File: src/rtl/uart_tx_queue.sv
// Transmit character queue feeding a UART serializer.
// Circular buffer plus a start/handshake FSM with a busy-wait timeout.
module uart_tx_queue #(
    parameter int DEPTH_LOG2 = 4
) (
    input  logic                  clk,
    input  logic                  reset,
    input  logic                  enable,
    input  logic                  push,
    input  logic [7:0]            push_data,
    input  logic                  flush,
    input  logic                  tx_busy,
    output logic                  tx_en,
    output logic [7:0]            tx_data,
    output logic                  full,
    output logic                  empty,
    output logic [DEPTH_LOG2:0]   level,
    output logic [15:0]           drop_count,
    output logic                  idle
);

    localparam int DEPTH = 2 ** DEPTH_LOG2;

    localparam logic [1:0] IDLE      = 2'd0;
    localparam logic [1:0] LOAD      = 2'd1;
    localparam logic [1:0] WAIT_BUSY = 2'd2;
    localparam logic [1:0] WAIT_DONE = 2'd3;

    localparam logic [DEPTH_LOG2:0]   LVL_FULL = {1'b1, {DEPTH_LOG2{1'b0}}};
    localparam logic [DEPTH_LOG2:0]   LVL_ONE  = (DEPTH_LOG2+1)'(1);
    localparam logic [DEPTH_LOG2-1:0] PTR_ONE  = DEPTH_LOG2'(1);

    logic [7:0]            mem_q [DEPTH];
    logic [DEPTH_LOG2-1:0] rd_ptr_q, rd_ptr_d;
    logic [DEPTH_LOG2-1:0] wr_ptr_q, wr_ptr_d;
    logic [DEPTH_LOG2:0]   level_q, level_d;
    logic [1:0]            state_q, state_d;
    logic [1:0]            timer_q, timer_d;
    logic [7:0]            tx_data_q, tx_data_d;
    logic [15:0]           drop_q, drop_d;

    logic pop;
    logic push_ok;
    logic push_drop;

    assign full       = (level_q == LVL_FULL);
    assign empty      = (level_q == '0);
    assign level      = level_q;
    assign tx_en      = (state_q == LOAD);
    assign tx_data    = tx_data_q;
    assign drop_count = drop_q;
    assign idle       = empty && (state_q == IDLE) && !tx_busy;

    // Flush overrides both sides: no pop, and a same-cycle push is
    // discarded silently rather than counted as a drop.
    always_comb begin
        pop       = (state_q == IDLE) && enable && !empty && !tx_busy && !flush;
        push_ok   = push && !flush && (!full || pop);
        push_drop = push && !flush && full && !pop;

        rd_ptr_d  = rd_ptr_q;
        wr_ptr_d  = wr_ptr_q;
        level_d   = level_q;
        tx_data_d = tx_data_q;
        drop_d    = drop_q;

        if (flush) begin
            rd_ptr_d = '0;
            wr_ptr_d = '0;
            level_d  = '0;
        end else begin
            if (pop) begin
                rd_ptr_d  = rd_ptr_q + PTR_ONE;
                tx_data_d = mem_q[rd_ptr_q];
            end
            if (push_ok) begin
                wr_ptr_d = wr_ptr_q + PTR_ONE;
            end
            if (push_ok && !pop) begin
                level_d = level_q + LVL_ONE;
            end else if (pop && !push_ok) begin
                level_d = level_q - LVL_ONE;
            end
        end

        if (push_drop && drop_q != 16'hFFFF) begin
            drop_d = drop_q + 16'd1;
        end
    end

    always_comb begin
        state_d = state_q;
        timer_d = 2'd0;
        unique case (state_q)
            IDLE: begin
                if (pop) state_d = LOAD;
            end
            LOAD: begin
                state_d = WAIT_BUSY;
            end
            WAIT_BUSY: begin
                // A serializer that never raises busy costs this
                // character; the queue moves on rather than stall.
                if (tx_busy) begin
                    state_d = WAIT_DONE;
                end else if (timer_q == 2'd3) begin
                    state_d = IDLE;
                end else begin
                    timer_d = timer_q + 2'd1;
                end
            end
            WAIT_DONE: begin
                if (!tx_busy) state_d = IDLE;
            end
            default: state_d = IDLE;
        endcase
    end

    always_ff @(posedge clk) begin
        if (reset) begin
            rd_ptr_q  <= '0;
            wr_ptr_q  <= '0;
            level_q   <= '0;
            state_q   <= IDLE;
            timer_q   <= 2'd0;
            tx_data_q <= 8'h00;
            drop_q    <= 16'h0000;
        end else begin
            rd_ptr_q  <= rd_ptr_d;
            wr_ptr_q  <= wr_ptr_d;
            level_q   <= level_d;
            state_q   <= state_d;
            timer_q   <= timer_d;
            tx_data_q <= tx_data_d;
            drop_q    <= drop_d;
        end
    end

    always_ff @(posedge clk) begin
        if (!reset && push_ok) begin
            mem_q[wr_ptr_q] <= push_data;
        end
    end

endmodule
File: config.mk
export PLATFORM = sky130hd
export DESIGN_NAME = uart_tx_queue
export DESIGN_NICKNAME = d
export VERILOG_FILES = /design/src/rtl/uart_tx_queue.sv
export SDC_FILE = /design/constraint.sdc
export NUM_CORES = 1
export LEC_CHECK = 0
export ABC_AREA = 1
export CAP_MARGIN = 20
export CORE_UTILIZATION = 34
export DETAILED_ROUTE_END_ITERATION = 10
export MAX_ROUTING_LAYER = met4
export PLACE_DENSITY = 0.62
export SLEW_MARGIN = 0
export SYNTH_ARGS = -nofsm -noshare
export SYNTH_HDL_FRONTEND = slang
export SYNTH_SLANG_ARGS = --single-unit
export TNS_END_PERCENT = 1
File: constraint.sdc
create_clock -name clk -period 2.9 [get_ports clk]
set_input_delay 0.725 -clock clk [delete_from_list [all_inputs] [get_ports clk]]
set_output_delay 0.725 -clock clk [all_outputs]
set_load 0.1 [all_outputs]
Word-level counts from Yosys, hierarchy flattened:

Memory sizes are Yosys's and may differ from the RTL's. A register that Yosys moved wholly into a read port is not among the register bits.
Index checks and enable logic that the tools add are counted.

* add/sub/neg operators: 6
* equality and inequality tests: 9
* mux-type cells: 9
* bitwise gates (word level): 2
* reduce and logical (&&, ||, !) cells: 29

Operators with widths (number)
* $add 16x1->16 const B: 1
* $ne 16x16->1 const B: 1
* $logic_and 1x1->1: 14
* $mux 5: 2
* $add 4x1->4 const B: 2
* $mux 2: 4
* $pmux 2 s4: 1
* $logic_not 1->1: 7
* $eq 2x2->1 const B: 3
* $add 5x1->5 const B: 1
* $eq 5x5->1 const B: 1
* $logic_not 5->1: 1
* $sub 5x1->5 const B: 1
* $ne 2x2->1 const B: 2
* $reduce_or 4->1: 1
* $ne 3x3->1 const B: 1
* $reduce_and 3->1: 1
* $add 2x1->2 const B: 1
* $eq 2x1->1 const B: 1
* $logic_not 2->1: 1
* $mux 1: 2
* $not 1->1: 2
* $reduce_and 2->1: 1
* $reduce_bool 2->1: 1
* 2 further kinds: 2

* bits in registers: 33
* RAM bits: 128
* bits of input ports: 14
* output and inout bits: 33
* logic and storage cells: 62
* memories kept: 1

Memory list
* mem_q: depth 16, bits a word 8, read ports 1, clocked after memory_dff 1, wr ports 1, RTL line 33 `logic [7:0] mem_q [DEPTH];`

Longest topological paths before layout:

Gate-level depths: netlist of the first run.

* depth in word-level cells: 11
* mapped depth: 16
* gate-level depth less buffers: 16

Worst setup path before layout of the first run:

No wires, ideal clock.

* kind: register to register
* start: register level_q[4] (netlist: level[4])
* end: register level_q[3] (netlist: level[3])
* setup time: 115 ps
* arrival: 3223 ps
* data required time: 2785 ps
* path slack: -438 ps
* cell stages (with the launch flop): 14
* path buffers: 0
* period minus slack after synthesis: 3338 ps
* cells stage by stage: dfxtp_1 inv_1 nor2_4 nand2_1 nand2_2 inv_1 ha_1 inv_1 ha_1 a21oi_1 nand2_1 xor2_1 o21ai_0 inv_1

* elaborated cells between the ends (all ways): 15
* classes of those cells: eq/ne (1); mux (1); reduce/logical (13)

RTL lines
* start, declared: RTL line 36 `logic [DEPTH_LOG2:0] level_q, level_d;`
* start signal, assigned: RTL line 131 `level_q <= level_d;`
* $eq 5x5->1 *: RTL line 46 `assign full = (level_q == LVL_FULL);`
* named net full: RTL line 15 `output logic full,`
* $logic_not 1->1 *: RTL line 58 `push_ok = push && !flush && (!full || pop);`
* $logic_or 1x1->1 *: RTL line 58
* $logic_and 1x1->1 *: RTL line 58
* $logic_not 1->1: RTL line 81 `end else if (pop && !push_ok) begin`
* $logic_and 1x1->1: RTL line 81
* $reduce_bool 2->1 (no source line)

The timed path passes the listed nets; every way through them passes the cells marked *.
A chain may end at the register's enable or synchronous reset.

Worst setup path in the final report of the first run:

* start: input port enable
* end: register level_q[4] (netlist: level[4])

* longest elaborated chain between the ends: 9
* elaborated cells between the ends (all ways): 12
* classes of those cells: mux (1); reduce/logical (11)

RTL lines
* start, declared: RTL line 8 `input logic enable,`
* $logic_and 1x1->1 * (4 in a row): RTL line 57 `pop = (state_q == IDLE) && enable && !empty && !tx_busy && !flush;`
* $logic_or 1x1->1: RTL line 58
* $logic_and 1x1->1: RTL line 58
* $logic_not 1->1: RTL line 81
* $logic_and 1x1->1: RTL line 81
* $reduce_bool 2->1 (no source line)

Every way passes the cells marked *; elsewhere a longest branch is shown, timed or not.

==> results.yml, run 1 <==
worst_setup_path:
  critPathKind: "input port to flip-flop"
  crit_buf_inv: 4
  cp_max_fo: 3
  cp_top_family: "buffers and inverters"
  required_ns: 3.26
  crit_path_end_kind: "flip-flop"
  start_kind: "input port"
  reg2regPathDepth: 14
  cp_slowest_stage_delay_ns: 0.47
  crit_top_cell: "nand2_1"
  regToRegEndpoint: "level[3]"
  path_cells: "clkdlybuf4s50_1, inv_1, nor2_1, nand3_1, nand2_1, nand2_2, inv_1, ha_1, inv_1, fa_1, a21oi_1, nor2_1, nor2_1, nand2_1, nand2_1, nand2_1, a21oi_1"
  crit_slowest_cell: "clkdlybuf4s50_1"
  crit_start: "enable"
  r2r_setup_slack_ns: 0.70
  regToRegStartpoint: "level[0]"
  cp.arrival_ns: 2.84
routing:
  dr.pass1.iters: 7
  routed_wl_um: 17650
  first_iter_violations: 412
  viasPerCell: 4.679
  wl_per_cell_um: 14.66
  drc: 0
  via_count: 5633
  ant_nets: 0
min_path:
  whs_path_depth: 1
  hold_path_class: "flip-flop to flip-flop"
  hold_end: "timer_q[0]"
  hold_start: "timer_q[0]"
grt:
  met3_usage_pct: 3.555
  antenna_found_initial: 0
  grt_overflow: 0
  use_met1_pct: 19.85
  grt.met2_usage_pct: 27.00
  grt_pass1_wl_um: 28580
  grt_use_total_pct: 16.38
  grt_max_degree: 67
  grt_pass1_vias: 5357
  grt_busiest_layer: "met2"
synth:
  netlist_top_cells_count: "nand2_1 (268), edfxtp_1 (128), nand3_1 (108)"
  ys_ff_latch: 169
  yosysTopAreaCell: "edfxtp_1"
  avgSynthCellArea_um2: 9.116
  synth_edf_count: 128
  synthCells: 846
  syn_area_um2: 7712
  ys_warn_count: 0
  synth_seq_area_share_pct: 60.48
  netlist-cell-type-count: 30
  yosys.area.top_type_share_pct: 49.84
  synth_fp_nets: 872
  synth_most_common_cell: "nand2_1"
  synthTopCellsByArea: "edfxtp_1 (50%), nand2_1 (13%), dfxtp_1 (11%)"
  synth-main-ff-cell: "edfxtp_1"
  synth-async-reset-ratio_pct: 0
clock_network:
  cts_tree: "done"
  cts_buffer_depth: 2
  post-cts-setup-buffers: 0
  clkTransAtPathRegs_ns: 0.07
  post_cts_resized: 0
  clk-insertion-delay-late_ns: 0.43
  htreeDepth: 4
  cts_sinks: 169
  hold_buffers: 0
  cts_buffers: 17
  cts_root_buf: "clkbuf_16"
floorplanning:
  die_w_um: 152.6
  die_area_um2: 23290
  rows: 54
  core-area_um2: 22030
  io_pins: 47
  start_util_pct: 35.01
  fp.dieH_um: 152.6
layout:
  area_growth_pct: 18.09
  drive_gt1_share_pct: 13.74
  seqCellArea_um2: 4674
  n_fill_cell: 2145
  post-route-util_pct: 41.35
  postLayoutCellArea_um2: 9107
  multiInputGateArea_um2: 2470
  antenna_cells: 0
  fin_nets: 938
timing:
  skew_ns: 0.01227
  clock.fmax_mhz: 402.6
  setup_viol: 0
  grt_setup_unrepaired: "false"
  slew_violations: 0
  timing.final.crit_share_pct: 85.65
  fin_crit_ns: 2.484
  worstMarginPinSlew_ns: 0.7681
  finalSetupTns_ns: 0
  hold_viol: 0
  slew_headroom_pct: 48.79
placement:
  post_dp_cell_area_um2: 8566
  post-dp-hpwl_um: 11060
  place_congestion: 0.8146
  port_buffers: 46
run_status:
  outcome: "finished clean"
power:
  power.density_nw_per_um2: 564.7
  leakagePower_uw: 0.003762
  ir_worst_vdd_uv: 521.0
run:
  max_cap_violations: 0
-- final cells by class --
class / count / area share [%]
sequential: 169 / 51.33
tap: 280 / 3.847
clock inverter: 13 / 1.236
inverter: 110 / 4.561
clock buffer: 18 / 4.712
multi-input combinational: 536 / 27.12
timing repair buffer: 78 / 7.199
-- report_power, final --
part           internal (uW)  leakage (uW)  switching (uW)  total (uW)
Sequential              2620       0.00149            15.5        2630
Clock                   1120      0.000264             998        2120
Combinational            109       0.00201             283         392
-- routing by layer --
metal | vias up | share of wire, %
met4 | 0 | 1.3
met2 | 116 | 49
li1 | 2857 | -
met3 | 17 | 5.5
met1 | 2643 | 44
met5 | - | 0
-- per-stage QoR --
stage	std cells	hold WS, ns	worst slack (ns)	power, uW
2_1_floorplan	846	0.3983	0.01756	2948
3_3_place_gp	1173	0.4090	0.006277	3079
3_5_place_dp	1173	0.4132	-0.02253	3082
4_1_cts	1204	0.4232	0.4146	5178
5_1_grt	1204	0.4533	0.2004	5317
6_report	1204	0.4204	0.4162	5143
-- flip-flops by register name (all words and copies together) (netlist names) --
signal      flops
rd_ptr_q        4
mem_q         128
wr_ptr_q        4
timer_q         2
drop_count     16
level           5
tx_data         8
state_q         2
-- worst max path at each step --
stage / end / cells past startpoint / slack, ns
after global placement: level[4] / 17 / 0.006
after detailed placement: level[4] / 17 / -0.02
after floorplan: level[3] / 14 / 0.02
after global routing: level[4] / 17 / 0.20
final: level[4] / 17 / 0.42
after CTS: level[4] / 17 / 0.41
-- cell usage in the layout (no fill, tap or decap), drive strengths merged --
| master | netlist | final |
|---|---|---|
| o21bai | 1 | 1 |
| xor2 | 6 | 6 |
| nand3 | 109 | 109 |
| o21ai | 11 | 11 |
| clkdlybuf4s50 | 0 | 13 |
| edfxtp | 128 | 128 |
| nor3 | 10 | 10 |
| dfxtp | 41 | 41 |
| xnor2 | 2 | 2 |
| nand4 | 3 | 3 |
| nand2 | 275 | 275 |
| and2 | 1 | 1 |
| nor2 | 80 | 80 |
| clkinvlp | 0 | 2 |
| a21oi | 25 | 25 |
| clkbuf | 8 | 18 |
| buf | 23 | 65 |
| clkinv | 2 | 6 |
| inv | 108 | 115 |
| ha | 11 | 11 |
| fa | 1 | 1 |
| nand3b | 1 | 1 |
-- cell families after synthesis --
| group | count (synthesis) | share of synthesized area (%) |
|---|---|---|
| adder cells (fa/ha/maj) | 12 | 2.044 |
| XOR/XNOR | 8 | 0.9085 |
| AO/OA/AOI/OAI | 37 | 2.677 |
| flip-flops | 169 | 60.48 |
| buffers and inverters | 141 | 7.495 |
| AND/OR/NAND/NOR | 479 | 26.40 |
Note: power is estimated with default switching activity, not from simulation.
==> run 2, diff against run 1 <==
Settings changed: DONT_BUFFER_PORTS set to 1, PLACE_DENSITY 0.62 to 0.59.
==> results.yml, run 2 (synthesized netlist as in run 1, its figures left out) <==
run_status:
  outcome: "finished clean"
timing:
  timing.final.crit_share_pct: 79.51
  fin_crit_ns: 2.306
  slew_headroom_pct: 49.81
  setup_viol: 0
  clock.fmax_mhz: 433.7
  worstMarginPinSlew_ns: 0.7529
  grt_setup_unrepaired: "false"
  slew_violations: 0
  finalSetupTns_ns: 0
  hold_viol: 0
  skew_ns: 0.01421
power:
  leakagePower_uw: 0.003687
  ir_worst_vdd_uv: 337.1
  finalPower_uw: 5244
  power.density_nw_per_um2: 586.6
min_path:
  whs_path_depth: 1
  hold_path_class: "input port to flip-flop"
  hold_start: "reset"
layout:
  final_common_cell: "nand2_1"
  largest_register: "mem_q"
  fin_nets: 915
  largest_reg_flops: 128
  antenna_cells: 0
  final_cell_mix: "nand2_1 (268), edfxtp_1 (128), nand3_1 (108)"
  drive_gt1_share_pct: 13.53
  area_growth_pct: 15.93
  n_fill_cell: 2151
worst_setup_path:
  critical_path_depth: 15
  required_ns: 3.26
  crit_start: "state_q[1]"
  crit_top_cell: "nand2_1"
  cp_slowest_stage_delay_ns: 0.41
  crit_slowest_cell: "fa_1"
  regToRegStartpoint: "state_q[1]"
  crit_path_end_kind: "flip-flop"
  start_kind: "flip-flop"
  r2r_setup_slack_ns: 0.59
  cp_top_family: "simple AND/OR/NAND/NOR gates"
  regToRegEndpoint: "level[4]"
  reg2regPathDepth: 15
  cp.arrival_ns: 2.67
  endpoint: "level[4]"
  cp_max_fo: 4
  crit_buf_inv: 2
  critPathKind: "flip-flop to flip-flop"
  path_cells: "nor2_2, nand3_1, nand2_1, nand2_2, inv_1, ha_1, inv_1, fa_1, a21oi_1, nor2_1, nor2_1, nand2_1, nand2_1, nand2_1, a21oi_1"
grt:
  grt_pass1_vias: 5513
  grt_max_degree: 67
  antenna_found_initial: 0
  grt_pass1_wl_um: 28440
  grt_use_total_pct: 16.43
  grt_overflow: 0
floorplanning:
  io_pins: 47
  rows: 54
  start_util_pct: 35.01
  fp.dieH_um: 152.6
  core-area_um2: 22030
  die_w_um: 152.6
  die_area_um2: 23290
placement:
  port_buffers: 0
  post-dp-hpwl_um: 11620
  place_congestion: 0.8397
clock_network:
  cts_buffer_depth: 2
  post-cts-setup-buffers: 0
  cts_root_buf: "clkbuf_16"
  hold_buffers: 0
  clkTransAtPathRegs_ns: 0.08
  post_cts_resized: 0
  cts_tree: "done"
  clk-insertion-delay-late_ns: 0.44
  cts_buffers: 17
  cts_sinks: 169
  htreeDepth: 4
routing:
  first_iter_violations: 310
  routed_wl_um: 17610
  viasPerCell: 4.745
  drc: 0
  wl_per_cell_um: 14.90
  dr.pass1.iters: 5
  via_count: 5609
  ant_nets: 0
run:
  max_cap_violations: 0
run 2: through the flow:
stage	instances	worst slack (ns)	utilization [%]	hold slack (ns)	area [um2]
global placement	1150	0.3362	37.87	0.4174	8341
floorplan	846	0.01756	-	0.3983	7721
global route	1182	0.3055	40.59	0.3249	8941
finish	1182	0.5941	40.59	0.3418	8941
detailed placement	1150	0.3136	37.87	0.4207	8341
CTS	1182	0.6058	40.59	0.3244	8941
run 2: where the power goes:
part           internal (uW)  switching (uW)  leakage, uW  total [uW]
sequential              2620            12.7      0.00149        2630
combinational           78.2             247      0.00191         326
clock                   1230            1060     0.000295        2290
run 2: worst min path at each step:
stage                     end  slack, ns
2_1_floorplan      timer_q[0]       0.40
3_3_place_gp       timer_q[0]       0.42
3_5_place_dp       timer_q[0]       0.42
4_1_cts         drop_count[8]       0.32
5_1_grt         drop_count[8]       0.32
6_report       drop_count[11]       0.34
run 2: worst reg2reg max path: stages (launching register included):
cell     delay [ns]
dfxtp_1        0.34
nor2_2         0.17
nand3_1        0.16
nand2_1        0.11
nand2_2        0.06
inv_1          0.09
ha_1           0.19
inv_1          0.11
fa_1           0.41
a21oi_1        0.17
nor2_1         0.07
nor2_1         0.09
nand2_1        0.05
nand2_1        0.06
nand2_1        0.04
a21oi_1        0.11
run 2: cell type report:
class                      instances  area [um2]  area share [%]
clock buffer                      17       425.4           4.758
clock inverter                    15       175.2           1.959
inverter                         110       415.4           4.646
multi-input combinational        536        2475           27.68
sequential                       169        4674           52.28
tap                              280       350.3           3.918
timing repair buffer              55       425.4           4.758
run 2: per-layer routing:
metal,up-vias,GRT usage (%),part of all wire [%]
met2,126,27.65,50
met4,0,5.964,1.9
met3,31,3.612,4.6
li1,2815,-,-
met5,-,-,0
met1,2637,19.27,44
